===== src/rtl/dfu_led_status.sv =====
// LED status-pattern generator: off, on, blink, cylon sweep, progress fill and error flash.
// Optional macro LED_STATUS_BREATHE_EN turns BLINK into an 8-bit PWM breathing ramp.
module dfu_led_status #(
  parameter int NUM_LEDS      = 4,
  parameter int PRESCALE_BITS = 20,
  parameter int ACTIVE_LOW    = 1
) (
  input  logic                clk,
  input  logic                resetn,
  input  logic [2:0]          mode,
  input  logic [7:0]          progress,
  output logic [NUM_LEDS-1:0] led,
  output logic                step
);

  localparam int POS_W  = (NUM_LEDS > 1) ? $clog2(NUM_LEDS) : 1;
  localparam int LIT_W  = $clog2(NUM_LEDS + 2);
  localparam int PROD_W = 8 + LIT_W;

  localparam logic [NUM_LEDS-1:0] LED_UNLIT = (ACTIVE_LOW != 0) ? '1 : '0;

  localparam logic [2:0] MODE_ON    = 3'd1;
  localparam logic [2:0] MODE_BLINK = 3'd2;
  localparam logic [2:0] MODE_CYLON = 3'd3;
  localparam logic [2:0] MODE_FILL  = 3'd4;
  localparam logic [2:0] MODE_ERROR = 3'd5;

  logic [PRESCALE_BITS-1:0] prescaler_q;
  logic [2:0]               mode_q;
  logic [7:0]               progress_q;
  logic [POS_W-1:0]         pos_q;
  logic [POS_W-1:0]         pos_nxt;
  logic                     dir_down_q;
  logic                     dir_down_nxt;
  logic                     phase_q;
  logic                     restart;
  logic                     tick;
  logic                     blink_bit;
  logic [PROD_W-1:0]        fill_prod;
  logic [LIT_W-1:0]         fill_lvl;
  logic [NUM_LEDS-1:0]      lit_pat;

  // A mode change restarts the pattern and overrides any step on the same edge.
  assign restart = (mode != mode_q);
  assign tick    = (&prescaler_q) && !restart;

  always_comb begin
    pos_nxt      = pos_q;
    dir_down_nxt = dir_down_q;
    if (NUM_LEDS > 1) begin
      if (dir_down_q) pos_nxt = pos_q - POS_W'(1);
      else            pos_nxt = pos_q + POS_W'(1);
      // Direction flips on arrival at an end so the ends are not repeated.
      if (pos_nxt == POS_W'(NUM_LEDS - 1)) dir_down_nxt = 1'b1;
      else if (pos_nxt == '0)              dir_down_nxt = 1'b0;
    end
  end

  always_ff @(posedge clk or negedge resetn) begin
    if (!resetn) begin
      prescaler_q <= '0;
      mode_q      <= '0;
      pos_q       <= '0;
      dir_down_q  <= 1'b0;
      phase_q     <= 1'b0;
      step        <= 1'b0;
    end else begin
      mode_q <= mode;
      step   <= tick;
      if (restart) begin
        prescaler_q <= '0;
        pos_q       <= '0;
        dir_down_q  <= 1'b0;
        phase_q     <= 1'b0;
      end else begin
        prescaler_q <= prescaler_q + PRESCALE_BITS'(1);
        if (tick) begin
          phase_q    <= ~phase_q;
          pos_q      <= pos_nxt;
          dir_down_q <= dir_down_nxt;
        end
      end
    end
  end

  always_ff @(posedge clk) begin
    progress_q <= progress;
  end

`ifdef LED_STATUS_BREATHE_EN
  if (PRESCALE_BITS < 16) begin : g_prescale_check
    $error("LED_STATUS_BREATHE_EN needs PRESCALE_BITS >= 16");
  end

  logic [7:0] ramp;
  logic [7:0] duty;
  assign ramp      = prescaler_q[PRESCALE_BITS-1 -: 8];
  assign duty      = phase_q ? ~ramp : ramp;
  assign blink_bit = (prescaler_q[7:0] < duty);
`else
  assign blink_bit = phase_q;
`endif

  assign fill_prod = PROD_W'(progress_q) * PROD_W'(NUM_LEDS + 1);
  assign fill_lvl  = LIT_W'(fill_prod >> 8);

  always_comb begin
    lit_pat = '0;
    case (mode_q)
      MODE_ON:    lit_pat = '1;
      MODE_BLINK: lit_pat[0] = blink_bit;
      MODE_CYLON: begin
        for (int i = 0; i < NUM_LEDS; i++) lit_pat[i] = (POS_W'(i) == pos_q);
      end
      MODE_FILL: begin
        for (int i = 0; i < NUM_LEDS; i++) lit_pat[i] = (LIT_W'(i) < fill_lvl);
      end
      // Bit PRESCALE_BITS-2 flips on every fast tick; zero right after a restart.
      MODE_ERROR: lit_pat = {NUM_LEDS{~prescaler_q[PRESCALE_BITS-2]}};
      default:    lit_pat = '0;
    endcase
  end

  always_ff @(posedge clk or negedge resetn) begin
    if (!resetn) led <= LED_UNLIT;
    else         led <= (ACTIVE_LOW != 0) ? ~lit_pat : lit_pat;
  end

endmodule

===== config.mk =====
export PLATFORM = sky130hd
export DESIGN_NAME = dfu_led_status
export DESIGN_NICKNAME = d
export VERILOG_FILES = /design/src/rtl/dfu_led_status.sv
export SDC_FILE = /design/constraint.sdc
export NUM_CORES = 1
export LEC_CHECK = 0
export ABC_AREA = 1
export CAP_MARGIN = 5
export CORE_MARGIN = 1
export CORE_UTILIZATION = 44
export DETAILED_ROUTE_END_ITERATION = 12
export REMOVE_ABC_BUFFERS = 1
export SKIP_CTS_REPAIR_TIMING = 1
export SYNTH_ARGS = -nofsm -noshare
export SYNTH_HDL_FRONTEND = slang
export SYNTH_SLANG_ARGS = --single-unit

===== constraint.sdc =====
create_clock -name clk -period 2.95 [get_ports clk]
set_input_delay 0.59 -clock clk [delete_from_list [all_inputs] [get_ports clk]]
set_output_delay 0.59 -clock clk [all_outputs]
set_load 0.02 [all_outputs]

# == Word-level counts from Yosys, hierarchy flattened ==
# Cells that the tools add are included.
# word_totals
reg_bits,40
in_bits,13
out_inout_bits,5
word_cells,49
# classes
n_addsub,3
mul,1
magnitude_cmp,4
n_eq_ne,10
n_mux,12
n_bitwise,3
n_reduce_logical,8
# op_table
op,count
20-bit by 1-bit adder with 20-bit output (second input constant),1
20-bit 2-to-1 mux,1
20-bit AND reduction,1
3-bit case mux with 4 select lines,1
8-bit by 3-bit multiplier with 11-bit output (second input constant),1
3-bit by 2-bit == test with 1-bit output (second input constant),2
3-bit == test (second input constant),2
1-bit by 3-bit < comparator with 1-bit output (first input constant),2
2-bit by 3-bit < comparator with 1-bit output (first input constant),2
1-bit 2-to-1 mux,6
2-bit 2-to-1 mux,3
1-bit case mux with 5 select lines,1
2-bit == test (first input constant),2
2-bit zero test,2
4-bit inverter,1
3-bit by 1-bit == test with 1-bit output (second input constant),1
3-bit != test,1
3-bit nonzero test,1
2-bit by 1-bit adder with 2-bit output (second input constant),1
1-bit by 2-bit == test with 1-bit output (first input constant),1
2-bit == test (second input constant),1
1-bit inverter,2
2-bit AND reduction,1
2-bit nonzero test,1
3 further kinds,3

# == Logic depth before layout (Yosys ltp) ==
# Gate-level depths: netlist (run 1).
# logic_depth
ltp_word,7
mapped_depth,10
mapped_depth_nobuf,10

# == Worst setup path before layout (run 1) ==
# OpenSTA, ideal clock, no wires.
# synth_timing
path_type,register to register
start,register progress_q[7]
end,register led[2]
setup_time_ns,0.073
arrival_ns,1.481
t_required_ns,2.877
path_slack_ns,1.396
stages_incl_launch_ff,10
path_buffers,0
period_less_slack_ns,1.554
path_cell_list,dfxtp_1 > ha_1 > ha_1 > nand2_1 > inv_1 > a21oi_1 > nand3_1 > nand2_1 > inv_1 > a21oi_1
# synth_via
elab_chain_len,4
# synth_rtl
element,line,source
"start, declared",30,logic [7:0] progress_q;
"start signal, assigned",87,progress_q <= progress;
8-bit by 3-bit multiplier with 11-bit output,104,assign fill_prod = PROD_W'(progress_q) * PROD_W'(NUM_LEDS + 1);
2-bit by 3-bit < comparator with 1-bit output,116,for (int i = 0; i < NUM_LEDS; i++) lit_pat[i] = (LIT_W'(i) < fill_lvl);
3-bit case mux with 4 select lines,109,case (mode_q)
4-bit inverter,126,else led <= (ACTIVE_LOW != 0) ? ~lit_pat : lit_pat;
"end signal, assigned",126,
"end, declared",12,"output logic [NUM_LEDS-1:0] led,"
# No other way between the ends.
# A chain may end at the register's enable or synchronous reset.

# == Final worst setup path (run 1) ==
# layout_timing
start,register led[0]
end,output port led[0]
# No word-level cell between the ends.

==> summary.md, run 1 <==
| Metric | Value |
|---|---|
| # DRC | `2` |
| Status | `finished with violations` |
| First-pass GRT wire length | `7.08 mm` |
| Hold WS | `just under 0.5 ns` |
| Crit-path cells | `clkdlybuf4s50_1` |
| Maximum vdd drop | `between 200 and 300 uV` |
| Skew final | `between 0.007 and 0.008 ns` |
| Hold Crit Start | `progress_q[7]$_DFF_P_` |
| Initial antenna violation count | `0` |
| Via count | `around 1,700` |
| GRT Residual Overflow | `0` |
| Post-synthesis cell type count | `25` |
| Critical path class | `reg2out` |
| Crit Path Max Fanout | `1` |
| Core Area | `0.00447 mm^2` |
| DR WL/cell | `approximately 12 um` |
| CP startpoint kind | `flop` |
| Final setup viols | `0` |
| Crit path DAT | `roughly 1.4 ns` |
| Die Ht | `71.1 um` |
| DR pass1 iterations | `8` |
| CTS tree | `done` |
| Final hold violations | `0` |
| Crit path largest cell delay | `a little under 0.6 ns` |
| Port-buffer cells | `17` |
| Top sig layer | `met4` |
| Fill cell count | `421` |
| Register clock-pin slew on the reported worst setup and hold paths | `0.08 ns` |
| Syn_area_per_cell | `8.06 um^2` |
| Buffers and inverters on the worst path | `1` |
| Post-Synthesis Cells | `between 200 and 300` |
| Number of nets with antenna violations after routing | `0` |
| WL met3 | `approximately 110 um` |
| Drt total wl | `about 4 mm` |
| Crit. End Element | `primary output` |
| Mapped Area | `approximately 0.0021 mm^2` |
| Fraction of layout cells with a size suffix above 1 | `slightly below 8%` |
| Metal-1 WL | `around 1.8 mm` |
| Die Wd | `slightly above 70 um` |
| Unrepaired setup endpoints after global routing | `no` |
| Reg2reg setup slack | `approximately 1.2 ns` |
| Met2 wire length | `2.02 mm` |
| Capturing point of the worst reg2reg path | `dir_down_q$_DFFE_PN0P_` |
| HPWL Detailed | `between 3 and 4 mm` |
| Area grow syn2layout | `15.1%` |
| P per Cell Area | `445 mW/mm^2` |
| Number of DRC markers in iteration 0 | `53` |
| Setup TNS | `0 ns` |
| Failing checks | `DRC` |
| Static leakage | `~1.1 nW` |
| Number of buffers created by CTS | `5` |
| Pins over their slew limit | `0` |
| CP Data Required Time | `around 2.4 ns` |
| WHS Path Cells | `1` |
| Die area | `between 0.005 and 0.006 mm^2` |
| Clock root buffer | `clkbuf_8` |
| Path depth of the worst reg2reg path | `8` |
| Worst-Margin Slew | `0.402 ns` |
| GR Util All Layers | `18.0%` |
| CP top delay family | `buffers and inverters` |
| Clock Tree Buf Depth | `2` |
| Vias per inst | `4.96` |
| Sequential fraction of the synthesis area | `between 40 and 50%` |
| YS warnings | `0` |
| CTS sink cnt | `40` |
| Starting density of the core | `between 40% and 50%` |
| Max Cap Viol | `0` |
| Cell Rows | `24` |
| Hold path endpoint | `led[3]$_DFF_PN1_` |
| Worst path slowest cell | `clkdlybuf4s50_1` |
| Diodes inserted | `0` |
| Worst Hold Class | `reg2reg` |
| Slew headroom | `between 70% and 80%` |
| Largest net degree at the start of global routing | `33` |
| Total power | `0.00108 W` |
| # IOs | `18` |
| Clock Latency Late Sink | `0.29 ns` |
| Setup WS pre-CTS | `between 0.7 and 0.8 ns` |
| RePlAce Congestion | `between 0.8 and 0.9` |
| R2R Path Start | `pos_q[0]$_DFFE_PN0P_` |
| Via count of the first global-routing pass | `about 1,700` |
| Fin crit share | `67.5%` |
| Post-route minimum period | `~2.0 ns` |
| NumNets Final | `313` |
| Yosys reg bits | `40` |
| PnR worst setup slack | `between 0.9 and 1 ns` |
| Fmax | `502 MHz` |
| H-tree depth | `2` |
metal layers:
layer	vias up	track usage [%]
met2	20	32.7
met5	-	0
met1	766	21.2
met4	0	5.33
met3	6	3.85
li1	884	-
layout make-up:
class	count	area, um^2	share of cell area [%]
clock buffers	8	80.1	3.31
inverters	34	128	5.27
multi-input cells	185	997	41.2
flip-flops and latches	40	966	39.9
well taps	52	65.1	2.69
repair buffers	19	185	7.65
Yosys cell counts (all sizes together):
library cell | instances | area share, %
xnor2 | 5 | 2.1
o21a | 2 | 0.71
a211oi | 1 | 0.36
dfrtp | 28 | 33
nand4 | 6 | 1.8
buf | 2 | 0.59
nand2 | 62 | 12
dfxtp | 8 | 7.6
dfstp | 4 | 5.0
inv | 34 | 6.1
a31oi | 1 | 0.30
nand3 | 19 | 5.0
nand3b | 1 | 0.36
o21ai | 12 | 2.9
nor2 | 38 | 7.5
nor3 | 9 | 2.1
ha | 15 | 8.9
a21oi | 11 | 2.6
xor2 | 3 | 1.2
cell usage in the layout, fill, tap and decap left out:
cell type	count
nand2_1	58
nor2_1	36
inv_1	31
dfrtp_1	28
nand3_1	17
clkdlybuf4s50_1	17
ha_1	15
a21oi_1	11
nor3_1	9
dfxtp_1	8
o21ai_0	7
nand4_1	6
o21ai_1	5
xnor2_1	5
clkbuf_8	5
nand2_2	4
dfstp_2	4
inv_2	3
xor2_1	3
clkbuf_1	3
nor2_4	2
nand3_2	2
o21a_1	2
buf_4	2
nand3b_1	1
a211oi_1	1
a31oi_1	1
sequential cells by signal, indices dropped and copies added (netlist names):
signal	cells
progress_q	8
step	1
pos_q	2
dir_down_q	1
led	4
prescaler_q	20
blink_bit	1
mode_q	3
worst max-delay path by stage:
stage                             endpoint        startpoint  slack (ns)  depth (start not counted)
floorplan           dir_down_q$_DFFE_PN0P_           mode[1]        1.39                          6
global placement    dir_down_q$_DFFE_PN0P_           mode[1]        0.81                          7
detailed placement    pos_q[1]$_DFFE_PN0P_           mode[1]        0.75                          7
CTS                                 led[0]  led[0]$_DFF_PN1_        0.96                          1
global route          pos_q[1]$_DFFE_PN0P_           mode[1]        0.89                          7
finish                              led[0]  led[0]$_DFF_PN1_        0.96                          1
through the flow:
step	cell area, um^2	util, %	cells
after CTS	2420	54.1	338
after floorplan	2090	-	259
after detailed placement	2340	52.3	330
after global placement	2340	52.3	330
final	2420	54.1	338
after global routing	2420	54.1	338
power breakdown:
group          switching, W  total [W]  internal (W)
logic             0.0000781   0.000138     0.0000603
registers         0.0000141   0.000581      0.000567
clock network      0.000188   0.000356      0.000168
cell families (layout without fill, tap and decap cells):
group	count (synthesis)	after routing	synth area share (%)
AO/OA/AOI/OAI	27	27	6.84
XOR/XNOR	8	8	3.33
adder cells (fa/ha/maj)	15	15	8.92
buffers and inverters	36	61	6.66
flip-flops	40	40	45.9
AND/OR/NAND/NOR	135	135	28.3
Power figures use the tool's default switching activity.
==> run 2: changes to the inputs <==
==> constraint.sdc (replaced) <==
create_clock -name clk -period 1.91 [get_ports clk]
set_input_delay 0.382 -clock clk [delete_from_list [all_inputs] [get_ports clk]]
set_output_delay 0.382 -clock clk [all_outputs]
set_load 0.02 [all_outputs]
==> summary.md, run 2 (synthesis results as in run 1) <==
| Metric | Value |
|---|---|
| Worst-Margin Slew | `0.399 ns (-0.00315 ns)` |
| Worst path slowest cell | `clkdlybuf4s50_1` |
| Largest reg by FF count | `prescaler_q` |
| Logic pwr share | `12.1% (-0.8 points)` |
| Clock root buffer | `clkbuf_8` |
| Starting density of the core | `47.0% (unchanged)` |
| Crit path DAT | `1.39 ns (about the same)` |
| Die Wd | `71.1 um (unchanged)` |
| Largest register FFs | `20 (unchanged)` |
| Crit Path Max Fanout | `1 (unchanged)` |
| Fmax | `between 500 and 600 MHz` |
| CP startpoint kind | `flop` |
| Die Ht | `71.1 um (unchanged)` |
| H-tree depth | `2 (unchanged)` |
| Max Cap Viol | `0 (unchanged)` |
| NumNets Final | `314 (+0.32%)` |
| DR pass1 iterations | `8 (unchanged)` |
| Number of DRC markers in iteration 0 | `61 (+15%)` |
| HPWL Detailed | `2.97 mm (-3.1%)` |
| PnR worst setup slack | `0.133 ns (-0.824 ns)` |
| Most frequent cells in the layout | `nand2_1, nor2_1, inv_1, dfrtp_1` |
| Status | `finished with violations` |
| Pins over their slew limit | `0 (unchanged)` |
| Via count of the first global-routing pass | `1,648 (-0.96%)` |
| Diodes inserted | `0 (unchanged)` |
| CTS sink cnt | `40 (unchanged)` |
| Die area | `0.00506 mm^2 (unchanged)` |
| CTS tree | `done` |
| First-pass GRT wire length | `6.94 mm (-1.9%)` |
| Failing checks | `DRC` |
| Static leakage | `1.13 nW (+1.9%)` |
| CP top delay family | `buffers and inverters` |
| Switch share | `24.0% (-2.1 points)` |
| Unrepaired setup endpoints after global routing | `no` |
| Fraction of layout cells with a size suffix above 1 | `8.71% (+1.0 points)` |
| Clock Tree Buf Depth | `2 (unchanged)` |
| Cell internal pwr | `0.00136 W (+71%)` |
| Biggest regs | `prescaler_q x20, progress_q x8, led x4` |
| Number of nets with antenna violations after routing | `0 (unchanged)` |
| P per Cell Area | `728 mW/mm^2 (+64%)` |
| Clock Latency Late Sink | `0.29 ns (about the same)` |
| Crit path largest cell delay | `0.59 ns (about the same)` |
| Vias per inst | `4.88 (-1.5%)` |
| Worst Hold Class | `in2async` |
| # IOs | `18 (unchanged)` |
| Setup WS pre-CTS | `0.155 ns (-0.595 ns)` |
| Register clock-pin slew on the reported worst setup and hold paths | `0.08 ns (about the same)` |
| Area grow syn2layout | `16.8%` |
| # DRC | `2 (unchanged)` |
| Cell Rows | `24 (unchanged)` |
| Largest net degree at the start of global routing | `33 (unchanged)` |
| Maximum vdd drop | `369 uV (+33%)` |
| Sequential share of power | `50.1% (-3.9 points)` |
| Port-buffer cells | `17 (unchanged)` |
| RePlAce Congestion | `0.891 (+6.8%)` |
| GR Util All Layers | `17.7% (-0.26 points)` |
| GRT Residual Overflow | `0 (unchanged)` |
| CP Data Required Time | `1.53 ns (-0.83 ns)` |
| Drt total wl | `3.88 mm (-3.3%)` |
| Commonest non-fill, non-tap cell in the layout | `nand2_1` |
| Net Sw Power | `0.000428 W (+53%)` |
| DR WL/cell | `11.4 um (-3.6%)` |
| Clk network pwr share | `37.9% (+4.8 points)` |
| Skew final | `0.00531 ns (-0.00251 ns)` |
| Slew headroom | `73.4% (+0.21 points)` |
| Crit. End Element | `primary output` |
| Initial antenna violation count | `0 (unchanged)` |
| Final hold violations | `0 (unchanged)` |
| Via count | `1,656 (-1.2%)` |
| Final setup viols | `0 (unchanged)` |
| Number of buffers created by CTS | `5 (unchanged)` |
| Setup TNS | `0 ns (unchanged)` |
| Crit-path cells | `clkdlybuf4s50_1` |
| Fin crit share | `93.0%` |
| Core Area | `0.00447 mm^2 (unchanged)` |
| Post-route minimum period | `1.78 ns` |
| Buffers and inverters on the worst path | `1 (unchanged)` |
| Critical path class | `reg2out` |
-- run 2: path summary, 6_finish.rpt --
| path | start | to | slack [ns] | cells after the start |
|---|---|---|---|---|
| min in group clk | dir_down_q$_DFFE_PN0P_ | dir_down_q$_DFFE_PN0P_ | 0.50 | 2 |
| max | led[0]$_DFF_PN1_ | led[0] | 0.13 | 1 |
| max in group asynchronous | resetn | led[1]$_DFF_PN1_ | 1.11 | 2 |
| min | resetn | mode_q[1]$_DFF_PN0_ | 0.48 | 2 |
| min reg2reg | dir_down_q$_DFFE_PN0P_ | dir_down_q$_DFFE_PN0P_ | 0.50 | 2 |
| max reg2reg | progress_q[7]$_DFF_P_ | led[2]$_DFF_PN1_ | 0.19 | 9 |
-- run 2: cell type report --
| class | instances | area, um^2 |
|---|---|---|
| multi-input combinational | 185 | 997 |
| fill | 422 | 2020 |
| clock inverter | 2 | 35.0 |
| tap | 52 | 65.1 |
| clock buffer | 6 | 72.6 |
| sequential | 40 | 966 |
| inverter | 34 | 128 |
| timing repair buffer | 20 | 193 |
-- run 2: per-layer routing --
| metal | GRT usage [%] | up-vias | share of wire (%) |
|---|---|---|---|
| met4 | 8.22 | 0 | 2.1 |
| met1 | 22.0 | 733 | 49 |
| li1 | - | 889 | - |
| met2 | 29.1 | 25 | 46 |
| met3 | 4.42 | 9 | 2.8 |
| met5 | 0 | - | 0 |
-- run 2: through the flow --
stage | power [W] | hold slack (ns) | cells | cell area (um^2) | util [%]
finish | 0.00179 | 0.482 | 339 | 2460 | 54.9
global route | 0.00189 | 0.512 | 339 | 2460 | 54.9
CTS | 0.00183 | 0.494 | 339 | 2460 | 54.9
detailed placement | 0.00113 | 0.480 | 331 | 2350 | 52.5
global placement | 0.00113 | 0.475 | 331 | 2350 | 52.5
floorplan | 0.00104 | 0.0864 | 259 | 2090 | -
-- run 2: power groups by stage --
stage / sequential, W / combinational (W) / clock, W
after floorplan: 0.000920 / 0.000122 / 0
after global placement: 0.000912 / 0.000217 / 0
after detailed placement: 0.000913 / 0.000219 / 0
after CTS: 0.000896 / 0.000220 / 0.000710
after global routing: 0.000899 / 0.000250 / 0.000738
final: 0.000895 / 0.000216 / 0.000677
